--- src/rtl/simon_stream_master_if.sv ---
// Signal bundle between a streaming client, the Simon stream master and the
// Simon 32/64 peripheral register port.
interface simon_stream_master_if;
   logic [63:0] key;
   logic        key_load;
   logic        s_valid;
   logic        s_ready;
   logic [31:0] s_data;
   logic        s_mode;
   logic        m_valid;
   logic        m_ready;
   logic [31:0] m_data;
   logic        busy;
   logic [7:0]  bus_address;
   logic [31:0] bus_wdata;
   logic        bus_wen;
   logic        bus_ren;
   logic [31:0] bus_rdata;

   modport master (
      input  key, key_load, s_valid, s_data, s_mode, m_ready, bus_rdata,
      output s_ready, m_valid, m_data, busy, bus_address, bus_wdata, bus_wen, bus_ren
   );

   modport slave (
      output key, key_load, s_valid, s_data, s_mode, m_ready, bus_rdata,
      input  s_ready, m_valid, m_data, busy, bus_address, bus_wdata, bus_wen, bus_ren
   );
endinterface

--- src/rtl/simon_stream_master.sv ---
// Bus initiator that feeds stream words through the Simon 32/64 peripheral:
// optional key load, data write, fixed-latency wait, result read, stream out.
module simon_stream_master #(
   parameter int CORE_LATENCY = 34
) (
   input logic                    i_clk,
   input logic                    i_reset,
   simon_stream_master_if.master  io_port
);

   typedef enum logic [2:0] {
      IDLE, KEY_LO, KEY_HI, WRITE, WAIT, READ, CAPTURE, OUTPUT
   } state_t;

   localparam logic [7:0] LAT_M1 = 8'(CORE_LATENCY - 1);

   state_t      r_state;
   state_t      w_nextState;
   logic [63:0] r_keyReg;
   logic        r_keyPend;
   logic        r_keyLoaded;
   logic [31:0] r_data;
   logic        r_mode;
   logic [7:0]  r_count;
   logic [31:0] r_mData;

   logic        w_sReady;
   logic        w_accept;
   logic        w_busWen;
   logic        w_busRen;
   logic [7:0]  w_busAddress;
   logic [31:0] w_busWdata;

   // A pending or incoming key load always blocks new words until the reload is done.
   always_comb begin
      w_sReady     = (r_state == IDLE) && r_keyLoaded && !r_keyPend && !io_port.key_load;
      w_accept     = w_sReady && io_port.s_valid;
      w_nextState  = r_state;
      w_busWen     = 1'b0;
      w_busRen     = 1'b0;
      w_busAddress = 8'd0;
      w_busWdata   = 32'd0;
      case (r_state)
         IDLE: begin
            if (r_keyPend || io_port.key_load) w_nextState = KEY_LO;
            else if (w_accept)                 w_nextState = WRITE;
         end
         KEY_LO: begin
            w_busWen     = 1'b1;
            w_busAddress = 8'd0;
            w_busWdata   = r_keyReg[31:0];
            w_nextState  = KEY_HI;
         end
         KEY_HI: begin
            w_busWen     = 1'b1;
            w_busAddress = 8'd1;
            w_busWdata   = r_keyReg[63:32];
            w_nextState  = IDLE;
         end
         WRITE: begin
            w_busWen     = 1'b1;
            w_busAddress = r_mode ? 8'd3 : 8'd2;
            w_busWdata   = r_data;
            w_nextState  = WAIT;
         end
         WAIT: begin
            if (r_count == 8'd0) w_nextState = READ;
         end
         READ: begin
            w_busRen     = 1'b1;
            w_busAddress = r_mode ? 8'd5 : 8'd4;
            w_nextState  = CAPTURE;
         end
         CAPTURE: w_nextState = OUTPUT;
         OUTPUT: begin
            if (io_port.m_ready) w_nextState = IDLE;
         end
         default: w_nextState = IDLE;
      endcase
   end

   // The counter starts at latency-1 so that WAIT spans exactly CORE_LATENCY cycles.
   always_ff @(posedge i_clk) begin
      if (i_reset) begin
         r_state     <= IDLE;
         r_keyReg    <= 64'd0;
         r_keyPend   <= 1'b0;
         r_keyLoaded <= 1'b0;
         r_data      <= 32'd0;
         r_mode      <= 1'b0;
         r_count     <= 8'd0;
         r_mData     <= 32'd0;
      end else begin
         r_state <= w_nextState;
         if (io_port.key_load) begin
            r_keyReg  <= io_port.key;
            r_keyPend <= 1'b1;
         end else if (r_state == KEY_HI) begin
            r_keyPend <= 1'b0;
         end
         if (r_state == KEY_HI) r_keyLoaded <= 1'b1;
         if (w_accept) begin
            r_data <= io_port.s_data;
            r_mode <= io_port.s_mode;
         end
         if (r_state == WRITE)     r_count <= LAT_M1;
         else if (r_state == WAIT) r_count <= r_count - 8'd1;
         if (r_state == CAPTURE) r_mData <= io_port.bus_rdata;
      end
   end

   assign io_port.s_ready     = w_sReady;
   assign io_port.m_valid     = (r_state == OUTPUT);
   assign io_port.m_data      = r_mData;
   assign io_port.busy        = (r_state != IDLE) || r_keyPend;
   assign io_port.bus_wen     = w_busWen;
   assign io_port.bus_ren     = w_busRen;
   assign io_port.bus_address = w_busAddress;
   assign io_port.bus_wdata   = w_busWdata;

endmodule
--- src/flat_wrapper.sv ---
// flat-port wrapper written by rule: the top's interface ports become plain ports
module simon_stream_master_flat 
#(
   parameter int CORE_LATENCY = 34
)
  (i_clk, i_reset, io_port_key, io_port_key_load, io_port_s_valid, io_port_s_data, io_port_s_mode, io_port_m_ready, io_port_bus_rdata, io_port_s_ready, io_port_m_valid, io_port_m_data, io_port_busy, io_port_bus_address, io_port_bus_wdata, io_port_bus_wen, io_port_bus_ren);
  simon_stream_master_if io_port_i ();
  input logic i_clk;
  input logic i_reset;
  input wire logic [$bits(io_port_i.key)-1:0] io_port_key;
  input wire logic [$bits(io_port_i.key_load)-1:0] io_port_key_load;
  input wire logic [$bits(io_port_i.s_valid)-1:0] io_port_s_valid;
  input wire logic [$bits(io_port_i.s_data)-1:0] io_port_s_data;
  input wire logic [$bits(io_port_i.s_mode)-1:0] io_port_s_mode;
  input wire logic [$bits(io_port_i.m_ready)-1:0] io_port_m_ready;
  input wire logic [$bits(io_port_i.bus_rdata)-1:0] io_port_bus_rdata;
  output wire logic [$bits(io_port_i.s_ready)-1:0] io_port_s_ready;
  output wire logic [$bits(io_port_i.m_valid)-1:0] io_port_m_valid;
  output wire logic [$bits(io_port_i.m_data)-1:0] io_port_m_data;
  output wire logic [$bits(io_port_i.busy)-1:0] io_port_busy;
  output wire logic [$bits(io_port_i.bus_address)-1:0] io_port_bus_address;
  output wire logic [$bits(io_port_i.bus_wdata)-1:0] io_port_bus_wdata;
  output wire logic [$bits(io_port_i.bus_wen)-1:0] io_port_bus_wen;
  output wire logic [$bits(io_port_i.bus_ren)-1:0] io_port_bus_ren;
  assign io_port_i.key = io_port_key;
  assign io_port_i.key_load = io_port_key_load;
  assign io_port_i.s_valid = io_port_s_valid;
  assign io_port_i.s_data = io_port_s_data;
  assign io_port_i.s_mode = io_port_s_mode;
  assign io_port_i.m_ready = io_port_m_ready;
  assign io_port_i.bus_rdata = io_port_bus_rdata;
  assign io_port_s_ready = io_port_i.s_ready;
  assign io_port_m_valid = io_port_i.m_valid;
  assign io_port_m_data = io_port_i.m_data;
  assign io_port_busy = io_port_i.busy;
  assign io_port_bus_address = io_port_i.bus_address;
  assign io_port_bus_wdata = io_port_i.bus_wdata;
  assign io_port_bus_wen = io_port_i.bus_wen;
  assign io_port_bus_ren = io_port_i.bus_ren;
  simon_stream_master #(.CORE_LATENCY(CORE_LATENCY)) u_core (.i_clk(i_clk), .i_reset(i_reset), .io_port(io_port_i));
endmodule
--- config.mk ---
export PLATFORM = sky130hd
export DESIGN_NAME = simon_stream_master_flat
export DESIGN_NICKNAME = d
export VERILOG_FILES = /design/src/rtl/simon_stream_master_if.sv /design/src/rtl/simon_stream_master.sv /design/src/flat_wrapper.sv
export SDC_FILE = /design/constraint.sdc
export NUM_CORES = 1
export LEC_CHECK = 0
export CAP_MARGIN = 20
export CORE_ASPECT_RATIO = 1.4
export CORE_MARGIN = 10
export CORE_UTILIZATION = 50
export CTS_BUF_LIST = sky130_fd_sc_hd__clkbuf_8
export CTS_CLUSTER_SIZE = 20
export DETAILED_ROUTE_END_ITERATION = 12
export PLACE_DENSITY = 0.94
export SLEW_MARGIN = 20
export SYNTH_ARGS = -nofsm -noshare
export SYNTH_HDL_FRONTEND = slang
export SYNTH_SLANG_ARGS = --single-unit
--- constraint.sdc ---
create_clock -name i_clk -period 5.45 [get_ports i_clk]
set_input_delay 0.8175 -clock i_clk [delete_from_list [all_inputs] [get_ports i_clk]]
set_output_delay 0.8175 -clock i_clk [all_outputs]
set_load 0.1 [all_outputs]
==> results of run 1 <==
-- cell families after synthesis --
family,after synthesis
multiplexers,96
buffers and inverters,67
XOR/XNOR,6
other,1
AO/OA/AOI/OAI,110
adder cells (fa/ha/maj),2
AND/OR/NAND/NOR,291
flip-flops,142
-- where the power goes --
group | switching [mW] | internal, mW
clock network | 0.417 | 0.366
logic | 0.405 | 0.233
registers | 0.0579 | 1.08
-- metrics by stage --
step                hold slack (ns)  utilization [%]  std cells
finish                       0.4539            71.37       1050
global route                 0.4734            71.37       1050
CTS                          0.4576            71.24       1049
detailed placement           0.4457            68.10       1017
global placement             0.4387            68.10       1017
floorplan                    0.4329                -        719
-- cell usage in the layout (no fill, tap or decap), drive strengths merged, types with 3 or more instances in the layout --
master / netlist / layout
a21oi: 81 / 81
a22oi: 22 / 22
buf: 28 / 11
clkbuf: 34 / 17
clkdlybuf4s50: 0 / 203
clkinv: 0 / 7
clkinvlp: 0 / 3
conb: 1 / 5
dfxtp: 142 / 142
inv: 5 / 9
mux2: 32 / 32
mux2i: 64 / 64
nand2: 145 / 145
nand2b: 4 / 4
nand3: 4 / 4
nor2: 122 / 122
nor2b: 3 / 3
nor3: 3 / 3
xor2: 5 / 5
-- worst max-delay path: cells and delay by family, from the launching register on --
kind | cells | cell delay, ns
AOI/OAI and AO/OA | 1 | 0.11
and+or+nand+nor | 2 | 0.80
DFF | 1 | 0.71
buffers and inverters | 2 | 1.45
-- flip-flops by register name, summed over array words and instances, names as in the netlist --
| register | flops |
|---|---|
| u_core.r_count | 8 |
| u_core.r_mode | 1 |
| u_core.r_keyReg | 64 |
| u_core.r_keyPend | 1 |
| u_core.r_keyLoaded | 1 |
| u_core.io_port.m_data | 32 |
| u_core.r_state | 3 |
| u_core.r_data | 32 |
-- final cells by class --
| type | count | area, µm² |
|---|---|---|
| multi-input combinational | 510 | 2893 |
| clock inverter | 15 | 137.6 |
| clock buffer | 17 | 234.0 |
| timing repair buffer | 214 | 2122 |
| tap | 147 | 183.9 |
| sequential | 142 | 2846 |
| inverter | 5 | 18.77 |
| fill | 911 | 3385 |
-- per-layer routing --
| metal | track usage, % | vias up | wire, µm |
|---|---|---|---|
| li1 | - | 2714 | - |
| met1 | 21.33 | 2510 | 6899 |
| met2 | 35.10 | 201 | 8871 |
| met3 | 7.009 | 40 | 1408 |
| met4 | 10.62 | 0 | 660 |
| met5 | 0 | - | 0 |
-- how the worst max path moves through the flow --
stage | start | to | slack, ns | cells after the start
after floorplan | io_port_key_load | io_port_s_ready | 1.07 | 4
after CTS | u_core.r_state[0]$_SDFFE_PP0P_ | io_port_bus_wdata[20] | 1.10 | 4
after detailed placement | u_core.r_state[0]$_SDFFE_PP0P_ | io_port_bus_wdata[20] | 1.59 | 4
after global routing | u_core.r_state[1]$_SDFFE_PP0P_ | io_port_bus_wdata[0] | 0.97 | 5
after global placement | u_core.r_state[0]$_SDFFE_PP0P_ | io_port_bus_wdata[14] | 1.61 | 4
final | u_core.r_state[1]$_SDFFE_PP0P_ | io_port_bus_wdata[9] | 1.13 | 5
==> results by group, run 1 <==
Yosys
  • Post-synth top flop: dfxtp_1
  • Synth warnings: 0
  • Compound-Gate Fraction of Synth Area: approximately 10%
  • Xor/xnor cell area share of the yosys netlist: less than 1%
  • Post-Syn Area per Cell: 8.459 µm²
  • Sequential cell area fraction in the yosys report: a little under half
  • Simple-Gate Fraction of Synth Area: around a fifth
  • Post-synth top area share: ~47%
  • Count of different cell masters after synthesis: 36
  • Synthesized area: 6048 µm²
  • Post-synthesis adder-cell area fraction: 0.4137%
  • Most common cell in the netlist: nand2_1
  • Cells after Synth: around 700
  • Main combinational cell family by area after synthesis: simple AND/OR/NAND/NOR gates
  • Synth top area cells: dfxtp_1, mux2i_1, nand2_1
  • Count of state elements after synthesis: approximately 140
  • FFs w/ async S/R, synth: 0%
  • Post-synthesis mux area share: 16.55%
  • List of most frequent post-synthesis cells: nand2_1, dfxtp_1, nor2_1
  • Cell taking the most area after synthesis: dfxtp_1
  • Number of enable flip-flop cells after synthesis: 0

Clocking
  • H-tree depth: 4
  • Clk sink count: 142
  • Reg clk slew, reported paths: roughly 0.080 ns
  • Inserted Clock Buffers: 17
  • Worst-skew pair later-pin latency: 0.43 ns
  • PostCTS Resize Cnt: 0
  • CTS tree: done
  • Post-CTS Setup Inserts: 0
  • Clock Path Buffers: 2
  • CTS Hold Bufs: 0
  • CTS Root Cell: clkbuf_8

Hold path
  • Hold Crit Class: flop to flop
  • Hold path start: u_core.r_data[2]$_SDFFE_PP0P_
  • Worst hold endpoint: u_core.r_data[2]$_SDFFE_PP0P_
  • Worst hold path stage count: 2

Timing
  • Final worst setup slack: ~1.1 ns
  • Slew Viols, Final: 0
  • Period minus WS final: 4.321 ns
  • Tcrit/Tclk final: 79.29%
  • Fmax: about 0.23 GHz
  • Final Skew: ~0.011 ns
  • RSZ-0062 raised after global routing: no
  • Final setup fails: 0
  • Slew @ Worst Pin: roughly 1.1 ns
  • Setup TNS: 0 ns
  • Hold Fails Final Rpt: 0
  • Max-slew headroom: 28.68%

Power
  • Peak supply drop: 0.0002207 V
  • P per Cell Area: 303.4 nW/µm²
  • Power consumption: 2.559 mW
  • Leakage: 3.295 nW

Critical path
  • WP data required: approximately 4.6 ns
  • Crit Path Class: flop to output pin
  • FF-to-FF Start: u_core.r_state[0]$_SDFFE_PP0P_
  • Worst Setup End Kind: output pin
  • Critical Path Max Stage Delay: approximately 1.2 ns
  • CP max FO: 29
  • R2r setup slk: 2.82 ns
  • CP max stage cell: clkdlybuf4s50_1
  • Worst Reg-to-Reg Cells: 6
  • Startpoint class of the critical path: flop
  • Cell chain of the critical path: nor2b_1 > buf_4 > a22oi_1 > nor2_1 > clkdlybuf4s50_1
  • Arrival time at the worst endpoint: 3.50 ns
  • R2r endpoint: u_core.r_data[27]$_SDFFE_PP0P_

Die
  • Die Wd: ~110 µm
  • Initial Util: between 50% and 60%
  • Die span in y: 150.1 µm
  • Cell row count: 47
  • Die area: 16960 µm²
  • Core area: 11820 µm²
  • I/O Pins: 211

Placement
  • I/O Buffers: 205
  • Post-DP Area: ~8000 µm²
  • HPWL after DPL: 12.73 mm
  • Pre-CTS setup slack: 1.594 ns
  • Final Wtd Congestion: 0.8340

Final layout
  • Synth-to-Final Area Change: 39.47%
  • Final nets: around 1000
  • N_diodes: 0
  • Design Area, Final: 8436 µm²
  • Layout cells sized above 1: roughly 9.0%

Status
  • Status: completed

Drt
  • Final ANT Viol Nets: 0
  • DRC: 0
  • DR vias: 5465
  • DR iter-0 viols: ~270
  • Drt via density: 5.205
  • DR WL/cell: 16.99 µm
  • Drt pass-1 iters: 4
  • Routed wire length: 17.84 mm

Global routing
  • Largest net degree at the start of global routing: 72
  • Global-route wire length before repair: 28.01 mm
  • GRT overflow: 0
  • Initial antenna violation count: 0
  • Vias in the first global route: 5646
  • GRT Resource Usage Total: 20.32%

Job
  • Max-Cap Viols: 0
No activity file was read; power rests on OpenSTA's default activity.
==> run 2: changes to the inputs <==
--- a/config.mk
+++ b/config.mk
@@ -8,11 +8,11 @@
 export CAP_MARGIN = 20
 export CORE_ASPECT_RATIO = 1.4
 export CORE_MARGIN = 10
-export CORE_UTILIZATION = 50
+export CORE_UTILIZATION = 47
 export CTS_BUF_LIST = sky130_fd_sc_hd__clkbuf_8
 export CTS_CLUSTER_SIZE = 20
 export DETAILED_ROUTE_END_ITERATION = 12
-export PLACE_DENSITY = 0.94
+export PLACE_DENSITY = 0.9
 export SLEW_MARGIN = 20
 export SYNTH_ARGS = -nofsm -noshare
 export SYNTH_HDL_FRONTEND = slang
==> constraint.sdc (replaced) <==
create_clock -name i_clk -period 4.14 [get_ports i_clk]
set_input_delay 0.621 -clock i_clk [delete_from_list [all_inputs] [get_ports i_clk]]
set_output_delay 0.621 -clock i_clk [all_outputs]
set_load 0.1 [all_outputs]
==> run 2 against run 1 <==
Compared with the run above: sequential cell count stayed put; wire length rose by 0.77%; sequential share of layout area rose by 0.27 points; cell area shrank 0.83%; critical path depth unchanged; clock power rose by 29%.
==> results by group, run 2 (same netlist as run 1, synthesis figures left out) <==
Final layout
  • Most common cell after layout, fill and taps aside: clkdlybuf4s50_1
  • Footprint of the multi-input gates: 2893 µm² (unchanged)
  • N_diodes: 0 (unchanged)
  • Biggest register: u_core.r_keyReg
  • Core Util, Final: 65.60% (-5.8 points)
  • Filler cells: 1056 (+16%)
  • Synth-to-Final Area Change: 38.31%
  • Layout cells sized above 1: 13.36% (+4.4 points)
  • Final nets: 1029 (+0.29%)
  • Most frequent cells in the layout: clkdlybuf4s50_1, nand2_1, dfxtp_1
  • Largest register FFs: 64 (unchanged)
  • Sequential cell area: 2845 µm² (about the same)

Die
  • Die span in y: 154.2 µm (+2.7%)
  • Initial Util: 47.43% (-3.7 points)
  • Core area: 12750 µm² (+7.9%)
  • Cell row count: 49 (+4.3%)
  • Die area: 17870 µm² (+5.4%)
  • I/O Pins: 211 (unchanged)
  • Die Wd: 115.9 µm (+2.6%)

Critical path
  • Startpoint class of the critical path: flop
  • WP data required: 3.52 ns (-1.11 ns)
  • Crit Path Class: flop to output pin
  • Cell chain of the critical path: buf_4 > nor2b_1 > a22oi_1 > nor2_1 > buf_4
  • Arrival time at the worst endpoint: 2.71 ns (-0.79 ns)
  • CP max FO: 27 (-6.9%)
  • Critical Path Max Stage Delay: 0.76 ns (-0.40 ns)
  • Most used cell, CP: buf_4
  • Worst Setup End Kind: output pin
  • CP max stage cell: nor2b_1

Power
  • P per Cell Area: 399.3 nW/µm² (+32%)
  • Power consumption: 3.340 mW (+31%)
  • Peak supply drop: 0.0002107 V (-4.5%)
  • Leakage: 3.387 nW (+2.8%)

Status
  • Status: completed

Clocking
  • Post-CTS Setup Inserts: 0 (unchanged)
  • Worst-skew pair later-pin latency: 0.43 ns (about the same)
  • Clock Path Buffers: 2 (unchanged)
  • H-tree depth: 4 (unchanged)
  • PostCTS Resize Cnt: 0 (unchanged)
  • CTS Root Cell: clkbuf_8
  • Clk sink count: 142 (unchanged)
  • CTS Hold Bufs: 0 (unchanged)
  • CTS tree: done
  • Reg clk slew, reported paths: 0.08 ns (about the same)
  • Inserted Clock Buffers: 17 (unchanged)

Global routing
  • Initial antenna violation count: 0 (unchanged)
  • GRT Resource Usage Total: 19.78% (-0.54 points)
  • Largest net degree at the start of global routing: 66 (-8.3%)
  • Global-route wire length before repair: 28.32 mm (+1.1%)
  • GRT overflow: 0 (unchanged)
  • Vias in the first global route: 5591 (-0.97%)

Timing
  • Final worst setup slack: 0.8079 ns (-0.3208 ns)
  • Tcrit/Tclk final: roughly four fifths
  • Setup TNS: 0 ns (unchanged)
  • Slew @ Worst Pin: 1.012 ns (-0.05413 ns)
  • Fmax: 0.3001 GHz
  • Final setup fails: 0 (unchanged)
  • Final Skew: 0.01133 ns (+0.0004629 ns)
  • Minimum hold slack: 0.4534 ns (-0.0005910 ns)
  • Period minus WS final: 3.332 ns
  • Slew Viols, Final: 0 (unchanged)
  • Hold Fails Final Rpt: 0 (unchanged)
  • Max-slew headroom: 32.30% (+3.6 points)
  • RSZ-0062 raised after global routing: no

Hold path
  • Hold Crit Class: flop to flop

Drt
  • DRC: 0 (unchanged)
  • Drt via density: 5.184 (-0.40%)
  • Final ANT Viol Nets: 0 (unchanged)
  • Drt pass-1 iters: 4 (unchanged)
  • DR WL/cell: 16.97 µm (about the same)
  • DR iter-0 viols: 312 (+15%)
  • Routed wire length: 17.98 mm (+0.77%)
  • DR vias: 5490 (+0.46%)

Placement
  • Final Wtd Congestion: 0.8203 (-1.6%)
  • I/O Buffers: 205 (unchanged)
  • Pre-CTS setup slack: 1.273 ns (-0.3206 ns)
  • HPWL after DPL: 12.95 mm (+1.7%)

Job
  • Max-Cap Viols: 0 (unchanged)
run 2: worst max-delay path, delay by kind of cell (launching register included):
| kind | cells | cell delay, ns |
|---|---|---|
| flip-flops | 1 | 0.51 |
| AO/OA/AOI/OAI | 1 | 0.23 |
| buffers and inverters | 2 | 0.62 |
| AND/OR/NAND/NOR | 2 | 0.89 |
run 2: final timing paths:
check | from | to | slack, ns | cells past startpoint
min reg2reg | u_core.r_data[7]$_SDFFE_PP0P_ | u_core.r_data[7]$_SDFFE_PP0P_ | 0.45 | 2
max reg2reg | u_core.r_state[0]$_SDFFE_PP0P_ | u_core.r_data[26]$_SDFFE_PP0P_ | 1.71 | 5
max | u_core.r_state[1]$_SDFFE_PP0P_ | io_port_bus_wdata[21] | 0.81 | 5
min | u_core.r_data[7]$_SDFFE_PP0P_ | u_core.r_data[7]$_SDFFE_PP0P_ | 0.45 | 2
run 2: area by class of cell:
type	count	share of cell area (%)
inverters	5	0.2243
clock buffers	17	2.797
well taps	153	2.288
clock inverters	15	1.481
flip-flops and latches	142	34.01
multi-input cells	510	34.58
repair buffers	217	24.62
run 2: per-stage QoR:
| stage | cell area (µm²) | std cells |
|---|---|---|
| final | 8366 | 1059 |
| after global routing | 8366 | 1059 |
| after CTS | 8338 | 1058 |
| after detailed placement | 7980 | 1026 |
| after global placement | 7980 | 1026 |
| after floorplan | 6063 | 719 |
run 2: where the power goes:
| part | internal, mW | total [mW] | switching, mW | leakage [nW] |
|---|---|---|---|---|
| combinational | 0.298 | 0.835 | 0.537 | 2.05 |
| clock | 0.470 | 1.01 | 0.540 | 0.179 |
| sequential | 1.42 | 1.50 | 0.0713 | 1.16 |
run 2: routing by layer:
metal / GRT usage, % / wire, µm
met2: 33.36 / 8941
met4: 10.76 / 630
met5: 0 / 0
met3: 5.846 / 1262
met1: 21.59 / 7142
==> run 3: changes to the inputs <==
==> constraint.sdc (replaced) <==
create_clock -name i_clk -period 3.15 [get_ports i_clk]
set_input_delay 0.4725 -clock i_clk [delete_from_list [all_inputs] [get_ports i_clk]]
set_output_delay 0.4725 -clock i_clk [all_outputs]
set_load 0.1 [all_outputs]
==> run 3 against run 2 <==
Compared with the run above: cell count barely moved; sequential share of layout area fell by 1.2 points; critical path depth is 1 lower; die area unchanged; non-clock buffer count is 2 higher; clock skew grew 0.0023 ns; global-route usage rose by 0.38 points; wire length is 0.31% higher; sequential cell count did not move; power up 41%; critical endpoint unchanged; largest cell class unchanged.
==> results by group, run 3 (same netlist as run 1, synthesis figures left out) <==
Clocking
  • Worst-skew pair later-pin latency: 0.43 ns (about the same)
  • Inserted Clock Buffers: 17 (unchanged)
  • PostCTS Resize Cnt: 0 (unchanged)
  • Reg clk slew, reported paths: 0.07 ns (about the same)
  • CTS Root Cell: clkbuf_8
  • CTS tree: done
  • Clock Path Buffers: 2 (unchanged)
  • Clk sink count: 142 (unchanged)
  • H-tree depth: 4 (unchanged)
  • CTS Hold Bufs: 0 (unchanged)
  • Post-CTS Setup Inserts: 0 (unchanged)

Timing
  • Final Skew: 0.01363 ns (+0.002295 ns)
  • Final setup fails: 0 (unchanged)
  • Hold Fails Final Rpt: 0 (unchanged)
  • RSZ-0062 raised after global routing: no
  • Period minus WS final: about 2.7 ns
  • Fmax: 0.3751 GHz
  • Max-slew headroom: 40.03% (+7.7 points)
  • Tcrit/Tclk final: 84.64%
  • Slew Viols, Final: 0 (unchanged)
  • Slew @ Worst Pin: 0.8976 ns (-0.1148 ns)
  • Setup TNS: 0 ns (unchanged)

Drt
  • DR iter-0 viols: 319 (+2.2%)
  • Routed wire length: 18.03 mm (+0.31%)
  • DR vias: 5541 (+0.93%)
  • Drt via density: 5.227 (+0.83%)
  • DRC: 0 (unchanged)
  • DR WL/cell: 17.01 µm (+0.21%)
  • Final ANT Viol Nets: 0 (unchanged)
  • Drt pass-1 iters: 5 (+1)

Final layout
  • Synth-to-Final Area Change: 43.30%
  • Most frequent cells in the layout: nand2_1, dfxtp_1, clkdlybuf4s50_1
  • Post-Layout Cell Count: 1060 (+0.094%)
  • N_diodes: 0 (unchanged)
  • Largest register FFs: 64 (unchanged)
  • Filler cells: 1025 (-2.9%)
  • Final nets: 1031 (+0.19%)
  • Most common cell after layout, fill and taps aside: nand2_1
  • Sequential cell area: 2846 µm² (about the same)
  • Biggest register: u_core.r_keyReg
  • Layout cells sized above 1: 17.42% (+4.1 points)
  • Footprint of the multi-input gates: 2898 µm² (+0.17%)

Critical path
  • Worst Setup End Kind: output pin
  • Crit Path Class: flop to output pin
  • Startpoint class of the critical path: flop
  • CP max FO: 12 (-56%)
  • WP data required: 2.68 ns (-0.84 ns)
  • Arrival time at the worst endpoint: 2.19 ns (-0.52 ns)

Global routing
  • Largest net degree at the start of global routing: 82 (+24%)
  • Global-route wire length before repair: 28.67 mm (+1.2%)
  • Initial antenna violation count: 0 (unchanged)
  • Vias in the first global route: 5599 (+0.14%)
  • GRT overflow: 0 (unchanged)
  • GRT Resource Usage Total: 20.16% (+0.38 points)

Die
  • Core area: 12750 µm² (unchanged)
  • Cell row count: 49 (unchanged)
  • Initial Util: 47.43% (unchanged)
  • Die area: 17870 µm² (unchanged)
  • I/O Pins: 211 (unchanged)
  • Die Wd: 115.9 µm (unchanged)
  • Die span in y: 154.2 µm (unchanged)

Job
  • Max-Cap Viols: 0 (unchanged)

Placement
  • Inst Count DP: 1029 (+0.29%)
  • Final Wtd Congestion: 0.8587 (+4.7%)
  • I/O Buffers: 205 (unchanged)
  • HPWL after DPL: 13.17 mm (+1.7%)

Status
  • Status: completed

Power
  • Leakage: 3.565 nW (+5.3%)
  • Peak supply drop: 0.0003137 V (+49%)
  • P per Cell Area: 543.8 nW/µm² (+36%)

Hold path
  • Hold Crit Class: primary input to flop
## run 3: critical path, cell delays in order (launching register included)
cell and delay [ns]:
dfxtp_2 0.41, nor2b_1 0.73, a22oi_1 0.20, nor2_1 0.22, buf_12 0.21
## run 3: path summary, 6_finish.rpt
| path | from | to | slack, ns | cells past startpoint |
|---|---|---|---|---|
| max | u_core.r_state[1]$_SDFFE_PP0P_ | io_port_bus_wdata[21] | 0.48 | 4 |
| min | io_port_key_load | u_core.r_keyPend$_SDFFE_PP0P_ | 0.43 | 3 |
| max reg2reg | u_core.r_state[2]$_SDFFE_PP0P_ | u_core.r_count[4]$_SDFFE_PP0P_ | 0.82 | 5 |
| min reg2reg | u_core.r_data[11]$_SDFFE_PP0P_ | u_core.r_data[11]$_SDFFE_PP0P_ | 0.46 | 2 |
## run 3: where the power goes
| group | switching (mW) | internal [mW] | total (mW) |
|---|---|---|---|
| sequential | 0.0601 | 1.87 | 1.93 |
| clock | 0.701 | 0.861 | 1.56 |
| combinational | 0.759 | 0.461 | 1.22 |
| total | 1.52 | 3.19 | 4.71 |
## run 3: cell type report
cell class / count / area share [%]
Clock buffer: 17 / 2.700
Clock inverter: 14 / 2.238
Inverter: 5 / 0.2165
Multi-Input combinational cell: 510 / 33.43
Sequential cell: 142 / 32.84
Tap cell: 153 / 2.209
Timing Repair Buffer: 219 / 26.36
## run 3: per-layer routing
metal	track usage (%)	share of wire [%]
met1	21.35	38
met5	0	0
met4	6.874	2.3
met3	7.898	8.8
met2	35.26	51
## run 3: metrics by stage
step	setup WS (ns)	utilization (%)	power, mW	area [µm²]	hold slack (ns)
floorplan	0.1634	-	2.767	6068	0.4329
global placement	0.8660	64.61	3.182	8239	0.4381
detailed placement	0.8048	64.61	3.197	8239	0.4462
CTS	0.4513	67.97	4.762	8667	0.4064
global route	0.2941	67.97	4.912	8667	0.4266
finish	0.4839	67.97	4.713	8667	0.4287
